==> src/rtl/digital_clock_core_if.sv <==
// Time-set handshake bundle for digital_clock_core.
//
// The requester (master) presents set_valid for one cycle together with the
// HH/MM/SS fields; the clock core (slave) answers one cycle later with a
// set_ack pulse and a set_err flag that says whether the fields were rejected.
//
// Signals:
//   set_valid  master -> slave  one-cycle load request
//   set_hh     master -> slave  hour to load (0..23 accepted)
//   set_mm     master -> slave  minute to load (0..59 accepted)
//   set_ss     master -> slave  second to load (0..59 accepted)
//   set_ack    slave -> master  one-cycle pulse, cycle after set_valid
//   set_err    slave -> master  1 = last request rejected, valid with set_ack

interface digital_clock_core_if;
  logic       set_valid;
  logic [4:0] set_hh;
  logic [5:0] set_mm;
  logic [5:0] set_ss;
  logic       set_ack;
  logic       set_err;

  modport master (
    output set_valid,
    output set_hh,
    output set_mm,
    output set_ss,
    input  set_ack,
    input  set_err
  );

  modport slave (
    input  set_valid,
    input  set_hh,
    input  set_mm,
    input  set_ss,
    output set_ack,
    output set_err
  );
endinterface

==> src/rtl/digital_clock_core.sv <==
// HH:MM:SS timekeeper running directly from the board oscillator.
//
// A prescaler counting 0..CLK_HZ-1 produces a one-cycle 1 Hz enable; no clock
// is derived. Time can be loaded through a validated set handshake, advanced
// or frozen with run_en, and presented to a 7-segment driver as either HH:MM
// or MM:SS, alternating every DISP_SEC seconds.
//
// Parameters:
//   CLK_HZ    clkin frequency in Hz (prescaler period in cycles), >= 2
//   DISP_SEC  seconds each display pair is shown before toggling, >= 1
//
// Ports:
//   clkin      system clock, rising edge
//   reset_n    asynchronous active-low reset
//   run_en     1 = prescaler and time counters advance, 0 = hold
//   set_if     time-set handshake (slave side)
//   tick_1hz   one-cycle pulse, high in the cycle the seconds advance
//   hours      current hour 0..23
//   minutes    current minute 0..59
//   seconds    current second 0..59
//   disp_sel   0 = HH:MM shown, 1 = MM:SS shown
//   disp_hi    hours (zero-extended) or minutes
//   disp_lo    minutes or seconds
//
// Optional alarm, enabled by defining DIGITAL_CLOCK_ALARM_EN:
//   alarm_hh   alarm hour
//   alarm_mm   alarm minute
//   alarm_arm  1 = alarm may fire
//   alarm_clr  synchronous clear of alarm_out
//   alarm_out  sticky alarm flag

module digital_clock_core #(
  parameter int unsigned CLK_HZ   = 50000000,
  parameter int unsigned DISP_SEC = 10
) (
  input  logic       clkin,
  input  logic       reset_n,
  input  logic       run_en,
  digital_clock_core_if.slave set_if,
  output logic       tick_1hz,
  output logic [4:0] hours,
  output logic [5:0] minutes,
  output logic [5:0] seconds,
  output logic       disp_sel,
  output logic [5:0] disp_hi,
  output logic [5:0] disp_lo
`ifdef DIGITAL_CLOCK_ALARM_EN
  ,
  input  logic [4:0] alarm_hh,
  input  logic [5:0] alarm_mm,
  input  logic       alarm_arm,
  input  logic       alarm_clr,
  output logic       alarm_out
`endif
);

  localparam int unsigned PresW = (CLK_HZ > 1) ? $clog2(CLK_HZ) : 1;
  localparam int unsigned DispW = (DISP_SEC > 1) ? $clog2(DISP_SEC) : 1;
  localparam logic [PresW-1:0] PresMax = PresW'(CLK_HZ - 1);
  localparam logic [DispW-1:0] DispMax = DispW'(DISP_SEC - 1);

  logic [PresW-1:0] presc_q, presc_d;
  logic [4:0]       hh_q, hh_d;
  logic [5:0]       mm_q, mm_d;
  logic [5:0]       ss_q, ss_d;
  logic [DispW-1:0] disp_cnt_q, disp_cnt_d;
  logic             disp_sel_q, disp_sel_d;
  logic             tick_q, tick_d;
  logic             ack_q, ack_d;
  logic             err_q, err_d;

  logic             wrap;
  logic             set_ok;
  logic             set_load;

  assign wrap     = run_en && (presc_q == PresMax);
  assign set_ok   = (set_if.set_hh <= 5'd23) && (set_if.set_mm <= 6'd59) &&
                    (set_if.set_ss <= 6'd59);
  assign set_load = set_if.set_valid && set_ok;

  always_comb begin
    presc_d    = presc_q;
    hh_d       = hh_q;
    mm_d       = mm_q;
    ss_d       = ss_q;
    disp_cnt_d = disp_cnt_q;
    disp_sel_d = disp_sel_q;
    tick_d     = wrap;
    ack_d      = set_if.set_valid;
    err_d      = err_q;

    if (run_en) begin
      presc_d = wrap ? '0 : presc_q + 1'b1;
    end

    if (wrap) begin
      if (ss_q == 6'd59) begin
        ss_d = '0;
        if (mm_q == 6'd59) begin
          mm_d = '0;
          hh_d = (hh_q == 5'd23) ? 5'd0 : hh_q + 5'd1;
        end else begin
          mm_d = mm_q + 6'd1;
        end
      end else begin
        ss_d = ss_q + 6'd1;
      end

      // Display pacing follows tick_1hz, including a tick overridden by a set.
      if (disp_cnt_q == DispMax) begin
        disp_cnt_d = '0;
        disp_sel_d = ~disp_sel_q;
      end else begin
        disp_cnt_d = disp_cnt_q + 1'b1;
      end
    end

    // A valid set overrides any coincident advance and restarts the second.
    if (set_load) begin
      presc_d = '0;
      hh_d    = set_if.set_hh;
      mm_d    = set_if.set_mm;
      ss_d    = set_if.set_ss;
    end

    if (set_if.set_valid) begin
      err_d = ~set_ok;
    end
  end

  always_ff @(posedge clkin or negedge reset_n) begin
    if (!reset_n) begin
      presc_q    <= '0;
      hh_q       <= '0;
      mm_q       <= '0;
      ss_q       <= '0;
      disp_cnt_q <= '0;
      disp_sel_q <= 1'b0;
      tick_q     <= 1'b0;
      ack_q      <= 1'b0;
      err_q      <= 1'b0;
    end else begin
      presc_q    <= presc_d;
      hh_q       <= hh_d;
      mm_q       <= mm_d;
      ss_q       <= ss_d;
      disp_cnt_q <= disp_cnt_d;
      disp_sel_q <= disp_sel_d;
      tick_q     <= tick_d;
      ack_q      <= ack_d;
      err_q      <= err_d;
    end
  end

`ifdef DIGITAL_CLOCK_ALARM_EN
  logic alarm_q, alarm_d;
  logic alarm_hit;

  // Only a genuine advance can fire; a set landing on the alarm time cannot.
  assign alarm_hit = wrap && !set_load && alarm_arm && (hh_d == alarm_hh) &&
                     (mm_d == alarm_mm) && (ss_d == 6'd0);

  always_comb begin
    alarm_d = alarm_q | alarm_hit;
    if (alarm_clr) begin
      alarm_d = 1'b0;
    end
  end

  always_ff @(posedge clkin or negedge reset_n) begin
    if (!reset_n) begin
      alarm_q <= 1'b0;
    end else begin
      alarm_q <= alarm_d;
    end
  end

  assign alarm_out = alarm_q;
`endif

  assign tick_1hz       = tick_q;
  assign hours          = hh_q;
  assign minutes        = mm_q;
  assign seconds        = ss_q;
  assign disp_sel       = disp_sel_q;
  assign disp_hi        = disp_sel_q ? mm_q : {1'b0, hh_q};
  assign disp_lo        = disp_sel_q ? ss_q : mm_q;
  assign set_if.set_ack = ack_q;
  assign set_if.set_err = err_q;

endmodule
==> src/flat_wrapper.sv <==
// flat-port wrapper written by rule: the top's interface ports become plain ports
module digital_clock_core_flat 
#(
  parameter int unsigned CLK_HZ   = 50000000,
  parameter int unsigned DISP_SEC = 10
)
  (clkin, reset_n, run_en, tick_1hz, hours, minutes, seconds, disp_sel, disp_hi, disp_lo, set_if_set_valid, set_if_set_hh, set_if_set_mm, set_if_set_ss, set_if_set_ack, set_if_set_err);
  digital_clock_core_if set_if_i ();
  input  logic clkin;
  input  logic reset_n;
  input  logic run_en;
  output logic tick_1hz;
  output logic [4:0] hours;
  output logic [5:0] minutes;
  output logic [5:0] seconds;
  output logic disp_sel;
  output logic [5:0] disp_hi;
  output logic [5:0] disp_lo;
  input wire logic [$bits(set_if_i.set_valid)-1:0] set_if_set_valid;
  input wire logic [$bits(set_if_i.set_hh)-1:0] set_if_set_hh;
  input wire logic [$bits(set_if_i.set_mm)-1:0] set_if_set_mm;
  input wire logic [$bits(set_if_i.set_ss)-1:0] set_if_set_ss;
  output wire logic [$bits(set_if_i.set_ack)-1:0] set_if_set_ack;
  output wire logic [$bits(set_if_i.set_err)-1:0] set_if_set_err;
  assign set_if_i.set_valid = set_if_set_valid;
  assign set_if_i.set_hh = set_if_set_hh;
  assign set_if_i.set_mm = set_if_set_mm;
  assign set_if_i.set_ss = set_if_set_ss;
  assign set_if_set_ack = set_if_i.set_ack;
  assign set_if_set_err = set_if_i.set_err;
  digital_clock_core #(.CLK_HZ(CLK_HZ), .DISP_SEC(DISP_SEC)) u_core (.clkin(clkin), .reset_n(reset_n), .run_en(run_en), .set_if(set_if_i), .tick_1hz(tick_1hz), .hours(hours), .minutes(minutes), .seconds(seconds), .disp_sel(disp_sel), .disp_hi(disp_hi), .disp_lo(disp_lo));
endmodule
==> config.mk <==
export PLATFORM = sky130hd
export DESIGN_NAME = digital_clock_core_flat
export DESIGN_NICKNAME = d
export VERILOG_FILES = /design/src/rtl/digital_clock_core_if.sv /design/src/rtl/digital_clock_core.sv /design/src/flat_wrapper.sv
export SDC_FILE = /design/constraint.sdc
export NUM_CORES = 1
export LEC_CHECK = 0
export CAP_MARGIN = 15
export CELL_PAD_IN_SITES_DETAIL_PLACEMENT = 2
export CELL_PAD_IN_SITES_GLOBAL_PLACEMENT = 2
export CORE_MARGIN = 4
export CORE_UTILIZATION = 34
export DETAILED_ROUTE_END_ITERATION = 10
export PLACE_DENSITY_LB_ADDON = 0.12
export SYNTH_ARGS = -nofsm -noshare
export SYNTH_HDL_FRONTEND = slang
export SYNTH_SLANG_ARGS = --single-unit
export TNS_END_PERCENT = 5
==> constraint.sdc <==
create_clock -name clkin -period 4.4 [get_ports clkin]
set_clock_uncertainty 0.15 [all_clocks]
set_input_delay 0.88 -clock clkin [delete_from_list [all_inputs] [get_ports clkin]]
set_output_delay 0.88 -clock clkin [all_outputs]
set_load 0.005 [all_outputs]
# Yosys cells after proc, flatten, opt, wreduce, memory -nomap -nowiden
# Index checks and enable logic that the tools add are counted.
# totals
n_memories	0
output_inout_bits	33
latch_bits	0
inputBits	21
ff_bits	51
ram_bits	0
rom_bits	0
wordCells	53
# op_classes
bitwise	2
shifts	0
reduce_logical	11
multipliers	0
muxes	18
n_lt_le_gt_ge	3
addsub	5
div_mod_pow	0
n_eq_ne	5
# op_table
cell	count
two-way mux 26 bit	3
two-way mux 6 bit	9
adder 26 x 1 -> 26 bit, second input constant	1
equality test 26 bit, second input constant	1
two-way mux 5 bit	5
adder 6 x 1 -> 6 bit, second input constant	2
equality test 6 bit, second input constant	2
less-or-equal comparator 6 bit, second input constant	2
nonzero test 2 bit	4
adder 5 x 1 -> 5 bit, second input constant	1
equality test 5 bit, second input constant	1
less-or-equal comparator 5 bit, second input constant	1
adder 4 x 1 -> 4 bit, second input constant	1
equality test 4 bit, second input constant	1
logical AND 1 bit	4
two-way mux 4 bit	1
AND reduction 2 bit	2
AND reduction 3 bit	1
inverter 1 bit	2

# Logic depth before layout (Yosys ltp)
# Gate-level depths: netlist of run 1.
# depth
depth_word	6
depth_mapped	9
ltp_nobuf	7

# Worst setup path before layout of run 1
# Ideal clock, no wire load.
# synth_path
kind	in2reg
from	input run_en
to	register u_core.hh_q[0], in the netlist u_core.hours[0]
path_buffers	1
t_arrival_ns	2.429
setup_time_ns	0.082
path_slack_ns	1.739
required_ns	4.168
cell_stages	6
path_cell_list	and3_1 nand3_2 or4_4 buf_6 or4_1 a31oi_1
# synth_via
elab_chain_cells	3
# synth_lines
element	line	source
from (decl)	flat_wrapper.sv:11	input logic run_en;
logical AND 1 bit	digital_clock_core.sv:76	assign wrap = run_en && (presc_q == PresMax);
nonzero test 2 bit (no source line)	--	
AND reduction 3 bit (no source line)	--	
to (signal assigned)	digital_clock_core.sv:144	hh_q <= hh_d;
to (decl)	digital_clock_core.sv:63	logic [4:0] hh_q, hh_d;
# Every way passes these cells.
# A chain may end at the register's enable or synchronous reset.

# Worst setup path after layout of run 1
# layout_path
from	input run_en
to	register u_core.mm_q[4], in the netlist u_core.minutes[4]
# layout_via
elab_chain_cells	3
# layout_lines
element	line	source
logical AND 1 bit	digital_clock_core.sv:76	
nonzero test 2 bit (no source line)	--	
AND reduction 2 bit (no source line)	--	
to (signal assigned)	digital_clock_core.sv:145	mm_q <= mm_d;
to (decl)	digital_clock_core.sv:64	logic [5:0] mm_q, mm_d;
# Every way passes these cells.

==> run summary, run 1 <==
Period Utilization, post-route: 76.3%
Syn Inst Count: 335
Fillers: 942
Yosys cell types: 48
Core Box Area: 8340 µm²
Finished Cell Area: 3670 µm²
Startpoint types: primary input
Initial drt markers: 78
Post-layout min period: 3.36 ns
Max Clk Rate: 0.298 GHz
Die Wd: 101 µm
CP arrival: 3.43 ns
Chip height: 101 µm
Vias: 2772
Rel. slew slack: 55.7%
Max VDD drop: 99.8 µV
Detail Placement HPWL: 7020 µm
Drt pass-1 iters: 4
IO Count: 54
Leak pwr: 1.40 nW
Synth Area per Inst: 8.80 µm²
Crit end category: flop
Slowest stage cell, crit path: or4_4
Cell accounting for the most synthesized area: dfrtp_1
CTS tree: built
Setup TNS: 0 ns
Synth top cells by count: 51 x dfrtp_1, 46 x nor2_1, 34 x nand2_1
Final Hold Fails: 0
Outcome: complete, no violations
Total GRT Usage: 20.0%
TritonCTS buffer count: 5
Register area share after synthesis: 43.3%
Synth Flop Type: dfrtp_1
Share of cells above drive strength 1: 7.81%
Max-cap viol count: 0
CTS Root Cell: clkbuf_8
H-tree depth: 2
Sink Count: 51
Gr ovfl total: 0
Starting Density: 35.3%
Buffers plus inverters on the worst setup path: 2
Pwr dens: 298 nW/µm²
Row Count: 33
ANT cells: 0
Final Wtd Congestion: 0.786
Area grow syn2layout: 24.4%
Initial antenna violation count: 0
Clock slew at the register clock pins of the worst setup and hold paths: 0.11 ns
Clock Latency Late Sink: 0.32 ns
Clk buf depth: 2
CTS Hold Bufs: 0
Most frequent cell after synthesis: dfrtp_1
Wirelength per Cell: 19.8 µm
Hold Slack: 0.358 ns
Post-Syn Area: 2950 µm²
DP Area: 3570 µm²
Register bit total from synthesis: 51
Full die area: 10200 µm²
Nets: 408
Top delay family on crit path: buffers and inverters
Async set-reset flop share out of synthesis: 100%
Hold Crit Class: reg2reg
Vias in the first global route: 3000
Synth top area share: 43.3%
Post-synth EDFFs: 0
CP required: 4.47 ns
PortBufs: 53
RSZ-0062 raised after global routing: no
Largest stage delay on the critical path: 0.73 ns
Final ANT Viol Nets: 0
Worst-path fanout max: 29
Slew Limit Fails: 0
Area contributors post-synth: dfrtp_1 43%, xnor2_1 6.2%, nor2_1 5.9%
CTS resizes: 0
Final non-filler cell total: 489
Vias per std cell: 5.67
First-pass GRT wire length: 16100 µm
Mapped Nets: 360
Tot Pwr: 0.00109 W
Final WL: 9670 µm
Syn. warnings: 0
Crit Path Class: in2reg
Setup Fix Bufs, Post-CTS: 0
Worst slew pin tran: 0.665 ns
Largest net degree at the start of global routing: 30
Worst path cell trace: clkdlybuf4s50_1 -> and3_1 -> nand3_2 -> or4_4 -> clkinv_1 -> a21boi_0 -> o22a_1
Final setup vio count: 0
Placed cell count: 481
DRC violations left: 0
-- kinds of logic after synthesis --
family	synth area share [%]
buf+inv	3.48
compound gates	13.8
flops	43.3
xor+xnor	7.13
fa+ha+maj	1.70
simple gates	27.2
mux	3.44
-- through the flow --
step                utilization (%)  setup WS, ns
finish                         44.0          1.04
detailed placement             42.8         0.706
CTS                            44.0          1.04
global placement               42.8         0.779
global route                   44.0         0.887
floorplan                         -          1.74
-- cell type report --
| cell class | instances | area (µm²) | area share [%] |
|---|---|---|---|
| multi-input cells | 259 | 1570 | 42.8 |
| flip-flops and latches | 51 | 1280 | 34.8 |
| repair buffers | 58 | 563 | 15.3 |
| well taps | 105 | 131 | 3.58 |
| clock buffers | 6 | 82.6 | 2.25 |
| inverters | 8 | 30.0 | 0.819 |
| clock inverters | 2 | 16.3 | 0.443 |
-- layer usage --
layer	routed length [µm]	GRT usage [%]
met3	293	3.11
met5	0	0
met1	4680	27.1
met2	4630	33.5
met4	73	4.50
-- worst paths after layout --
| check | start | endpoint | slack (ns) | cells after the start |
|---|---|---|---|---|
| hold reg to reg | u_core.set_if.set_err | u_core.set_if.set_err | 0.36 | 2 |
| setup / recovery | run_en | u_core.minutes[4] | 1.04 | 7 |
| hold / removal | u_core.set_if.set_err | u_core.set_if.set_err | 0.36 | 2 |
| setup reg to reg | u_core.presc_q[0] | u_core.minutes[4] | 1.57 | 7 |
| max in group asynchronous | reset_n | u_core.presc_q[13] | 2.87 | 2 |
| min in group asynchronous | reset_n | u_core.hours[1] | 0.42 | 1 |
-- worst register-to-register path, stage by stage (launching register included) --
cell and delay, ns:
dfrtp_1 0.50, ha_1 0.29, and3_1 0.22, nand3_2 0.08, or4_4 0.73, clkinv_1 0.41
a21boi_0 0.17, o22a_1 0.21
-- layout by cell type (no fill, tap or decap), types with 2 or more instances in the layout --
cell type | Yosys | routed
clkdlybuf4s50_1 | 0 | 52
nand2_1 | 34 | 34
or3_1 | 2 | 2
nand4_1 | 15 | 15
nor4_1 | 9 | 9
a31oi_1 | 13 | 13
and3_1 | 3 | 3
a21boi_0 | 3 | 3
nand3_1 | 14 | 14
nor2b_1 | 4 | 4
a21oi_1 | 15 | 15
xnor2_1 | 21 | 21
o31ai_1 | 3 | 3
o21ai_0 | 18 | 18
dfrtp_1 | 51 | 51
nor4b_1 | 2 | 2
o22a_1 | 4 | 4
inv_1 | 7 | 7
clkbuf_8 | 0 | 6
xor2_1 | 3 | 3
and2_1 | 2 | 2
o41ai_1 | 2 | 2
mux2_2 | 9 | 9
nor2_1 | 46 | 46
nor3_1 | 7 | 7
ha_1 | 4 | 4
buf_4 | 0 | 5
or4_1 | 7 | 7
a31o_2 | 2 | 2
-- sequential cells by signal, summed over array words and instances, names as in the netlist --
| name | count |
|---|---|
| u_core.tick_1hz | 1 |
| u_core.disp_cnt_q | 4 |
| u_core.presc_q | 26 |
| u_core.seconds | 6 |
| u_core.set_if.set_err | 1 |
| u_core.set_if.set_ack | 1 |
| u_core.minutes | 6 |
| u_core.disp_sel | 1 |
| u_core.hours | 5 |
-- report_power, final --
| group | switching, W | total, W | internal (W) |
|---|---|---|---|
| Clock | 0.000180 | 0.000310 | 0.000129 |
| Combinational | 0.000106 | 0.000236 | 0.000130 |
| Sequential | 0.0000529 | 0.000548 | 0.000495 |
| Total | 0.000339 | 0.00109 | 0.000755 |
Power figures use the tool's default switching activity.
==> run 2, diff against run 1 <==
--- a/config.mk
+++ b/config.mk
@@ -9,7 +9,7 @@
 export CELL_PAD_IN_SITES_DETAIL_PLACEMENT = 2
 export CELL_PAD_IN_SITES_GLOBAL_PLACEMENT = 2
 export CORE_MARGIN = 4
-export CORE_UTILIZATION = 34
+export CORE_UTILIZATION = 28
 export DETAILED_ROUTE_END_ITERATION = 10
 export PLACE_DENSITY_LB_ADDON = 0.12
 export SYNTH_ARGS = -nofsm -noshare
==> constraint.sdc (replaced) <==
create_clock -name clkin -period 2.8 [get_ports clkin]
set_clock_uncertainty 0.15 [all_clocks]
set_input_delay 0.56 -clock clkin [delete_from_list [all_inputs] [get_ports clkin]]
set_output_delay 0.56 -clock clkin [all_outputs]
set_load 0.005 [all_outputs]
==> run summary, run 2 (synthesized netlist as in run 1, its figures left out) <==
Fillers: 1184
Hold Crit Class: in2async
Setup Fix Bufs, Post-CTS: 0
Final core occ: 37.8%
First-pass GRT wire length: 17300 µm
Clock Latency Late Sink: 0.30 ns
Reg power frac: 49.1%
Final Wtd Congestion: 0.786
Period Utilization, post-route: 93.0%
Top layer reached by signal wires: met4
Switching share of power: 30.5%
Largest net degree at the start of global routing: 52
Gr ovfl total: 0
CP required: 2.09 ns
Initial antenna violation count: 0
TritonCTS buffer count: 5
CTS Hold Bufs: 0
Drt pass-1 iters: 4
Clock share of power: 27.0%
Worst-path fanout max: 15
Pwr dens: 448 nW/µm²
Crit Reg-Reg Startpoint: u_core.presc_q[9]
WL met2: 4850 µm
Met3 wire len: 255 µm
RSZ-0062 raised after global routing: no
Final Hold Fails: 0
Crit Path Class: reg2out
CP arrival: 1.89 ns
Startpoint types: flop
R2r worst-path depth: 6
Die Wd: 111 µm
Biggest register: u_core.presc_q
Setup TNS: 0 ns
Final setup vio count: 0
Crit path from: u_core.disp_sel
CTS resizes: 0
Vias: 2861
Worst slew pin tran: 0.583 ns
Final ANT Viol Nets: 0
Core Box Area: 10300 µm²
Clock slew at the register clock pins of the worst setup and hold paths: 0.10 ns
Rel. slew slack: 61.1%
Max Clk Rate: 0.384 GHz
CTS tree: built
CTS Root Cell: clkbuf_8
Sequential cell area: 1280 µm²
Sink Count: 51
Initial drt markers: 65
Clk buf depth: 2
Place WS: -0.0977 ns
Detail Placement HPWL: 7690 µm
Slew Limit Fails: 0
Chip height: 111 µm
Final WL: 10300 µm
Max-cap viol count: 0
Worst reg2reg endpoint: u_core.seconds[0]
Most frequent cells in the layout: 52 x clkdlybuf4s50_1, 51 x dfrtp_1, 46 x nor2_1
Nets: 429
Max VDD drop: 226 µV
Starting Density: 28.7%
Vias per std cell: 5.29
H-tree depth: 2
ANT cells: 0
Combinational power share: 23.8%
PortBufs: 53
Leak pwr: 1.51 nW
P_int: 0.00121 W
R2R Setup Slk: 0.36 ns
Total GRT Usage: 17.1%
Crit end category: output port
Max reg flops: 26
IO Count: 54
Post-layout min period: 2.60 ns
Commonest non-fill, non-tap cell in the layout: clkdlybuf4s50_1
Share of cells above drive strength 1: 12.3%
Outcome: complete, no violations
DRC violations left: 0
Wirelength per Cell: 19.0 µm
Multi-input logic area: 1570 µm²
WL met1: 5090 µm
Switch Pwr: 0.000530 W
Final WS setup: 0.196 ns
Full die area: 12200 µm²
Worst Setup EP: disp_hi[2]
Vias in the first global route: 3164
Row Count: 37
Area grow syn2layout: 31.8%
## run 2: layout make-up
cell class | count | share of cell area, %
multi-input combinational | 259 | 40.4
sequential | 51 | 32.8
timing repair buffer | 79 | 19.2
tap | 136 | 4.38
clock buffer | 7 | 2.22
inverter | 8 | 0.773
clock inverter | 1 | 0.225
## run 2: power groups by stage
stage	Sequential, W	Combinational, W	Clock (W)
after global routing	0.000864	0.000459	0.000525
after detailed placement	0.000868	0.000419	0
after CTS	0.000854	0.000422	0.000488
final	0.000855	0.000414	0.000470
after floorplan	0.000849	0.000157	0
after global placement	0.000869	0.000410	0
## run 2: worst max-delay path: stages, from the launching register on
cell and delay (ns):
dfrtp_1 0.72, mux2_2 0.40, clkdlybuf4s50_1 0.46
## run 2: stage by stage
step | area [µm²] | hold WS, ns | instances | total power (W)
final | 3890 | 0.0800 | 541 | 0.00174
after detailed placement | 3790 | 0.331 | 533 | 0.00129
after CTS | 3890 | 0.0999 | 541 | 0.00176
after global routing | 3890 | 0.114 | 541 | 0.00185
after global placement | 3790 | 0.328 | 533 | 0.00128
after floorplan | 2950 | 0.114 | 335 | 0.00101
## run 2: worst min-delay path by stage
| stage | from | end | depth (start not counted) |
|---|---|---|---|
| after detailed placement | u_core.set_if.set_err | u_core.set_if.set_err | 2 |
| after floorplan | reset_n | u_core.disp_cnt_q[0] | 0 |
| after global placement | u_core.set_if.set_err | u_core.set_if.set_err | 2 |
| after global routing | reset_n | u_core.minutes[5] | 2 |
| final | reset_n | u_core.minutes[5] | 2 |
| after CTS | reset_n | u_core.minutes[5] | 2 |
## run 2: layer usage
metal  global-route usage [%]  vias to the layer above
met1                     24.1                     1458
li1                         -                     1352
met3                     2.96                        6
met5                        0                        -
met4                     3.12                        0
met2                     27.9                       45
==> run 3, diff against run 2 <==
--- a/config.mk
+++ b/config.mk
@@ -8,7 +8,7 @@
 export CAP_MARGIN = 15
 export CELL_PAD_IN_SITES_DETAIL_PLACEMENT = 2
 export CELL_PAD_IN_SITES_GLOBAL_PLACEMENT = 2
-export CORE_MARGIN = 4
+export CORE_MARGIN = 3
 export CORE_UTILIZATION = 28
 export DETAILED_ROUTE_END_ITERATION = 10
 export PLACE_DENSITY_LB_ADDON = 0.12
==> run summary, run 3 (synthesized netlist as in run 1, its figures left out) <==
Final WS setup: 0.253 ns
ANT cells: 0
Chip height: 109 µm
Worst-path fanout max: 9
CP arrival: 2.64 ns
Vias: 2855
Leak pwr: 1.50 nW
Area grow syn2layout: 30.9%
Die Wd: 109 µm
PortBufs: 53
Core Box Area: 10000 µm²
Worst path cell trace: clkdlybuf4s50_1 -> and3_1 -> nand3_2 -> or4_4 -> buf_4 -> o41ai_1 -> o22a_1
Full die area: 11800 µm²
Setup TNS: 0 ns
Setup Fix Bufs, Post-CTS: 0
Final ANT Viol Nets: 0
Detail Placement HPWL: 7830 µm
H-tree depth: 2
Max reg flops: 26
CTS Hold Bufs: 0
Total GRT Usage: 18.6%
Max VDD drop: 201 µV
DP Area: 3770 µm²
Most frequent cells in the layout: 52 x clkdlybuf4s50_1, 51 x dfrtp_1, 46 x nor2_1
Period Utilization, post-route: 91.0%
Worst slew pin tran: 0.671 ns
Biggest register: u_core.presc_q
Vias in the first global route: 3069
Outcome: complete, no violations
Drt pass-1 iters: 4
Slowest stage cell, crit path: or4_4
CTS Root Cell: clkbuf_8
Final core occ: 38.6%
Final non-filler cell total: 536
Final WL: 10500 µm
Nets: 427
Slew Limit Fails: 0
Final Wtd Congestion: 0.811
Max-cap viol count: 0
Initial drt markers: 117
CP required: 2.90 ns
RSZ-0062 raised after global routing: no
Clk buf depth: 2
Sink Count: 51
Clock Latency Late Sink: 0.31 ns
Commonest non-fill, non-tap cell in the layout: clkdlybuf4s50_1
Hold Crit Class: in2async
Wirelength per Cell: 19.5 µm
Final setup vio count: 0
Crit end category: flop
Crit Path Class: in2reg
Initial antenna violation count: 0
Pwr dens: 445 nW/µm²
Share of cells above drive strength 1: 11.9%
DRC violations left: 0
Startpoint types: primary input
CTS resizes: 0
Place WS: -0.0738 ns
IO Count: 54
Rel. slew slack: 55.2%
Max Clk Rate: 0.393 GHz
Largest stage delay on the critical path: 0.60 ns
Starting Density: 29.5%
First-pass GRT wire length: 17100 µm
CTS tree: built
TritonCTS buffer count: 5
Post-layout min period: 2.55 ns
Row Count: 36
Clock slew at the register clock pins of the worst setup and hold paths: 0.10 ns
Placed cell count: 528
Vias per std cell: 5.33
R2R Setup Slk: 0.36 ns
Finished Cell Area: 3860 µm²
Final Hold Fails: 0
Gr ovfl total: 0
Largest net degree at the start of global routing: 27
[run 3: cell count changes in the layout (fill, tap and decap cells not counted)]
cell,delta
clkinv_2,+1
clkbuf_8,-1
buf_4,-2
clkinv_4,-1
clkinvlp_4,+1
[run 3: metal layers]
layer / vias up / track usage [%] / wire length, µm
met3: 6 / 2.39 / 282
li1: 1350 / - / -
met4: 0 / 3.61 / 96
met2: 41 / 30.7 / 4980
met1: 1458 / 26.1 / 5100
met5: - / 0 / 0
[run 3: cell type report]
type | count | area, µm²
fill | 1170 | 6140
sequential | 51 | 1280
clock inverter | 2 | 12.5
tap | 133 | 166
multi-input combinational | 259 | 1570
inverter | 8 | 30.0
timing repair buffer | 77 | 731
clock buffer | 6 | 72.6
[run 3: final timing paths]
path	to	cells after the start	from
max in group asynchronous	u_core.presc_q[13]	2	reset_n
worst max register to register	u_core.minutes[4]	6	u_core.presc_q[10]
worst min register to register	u_core.disp_cnt_q[2]	1	u_core.disp_cnt_q[2]
min in group clkin	u_core.disp_cnt_q[2]	1	u_core.disp_cnt_q[2]
worst min-delay path	u_core.hours[1]	1	reset_n
worst max-delay path	u_core.minutes[4]	7	run_en
[run 3: per-stage QoR]
stage          hold slack [ns]  total power (W)
2_1_floorplan            0.114          0.00101
3_3_place_gp             0.326          0.00127
3_5_place_dp             0.360          0.00129
4_1_cts                  0.144          0.00175
5_1_grt                  0.162          0.00182
6_report                 0.121          0.00172
[run 3: power by group]
part,switching (W),internal (W)
clock network,0.000271,0.000176
logic,0.000185,0.000225
registers,0.0000805,0.000779
total,0.000537,0.00118
[run 3: critical path, delay by kind of cell]
kind	cells	cell delay (ns)
simple gates	3	0.87
compound gates	2	0.54
buf+inv	2	0.68
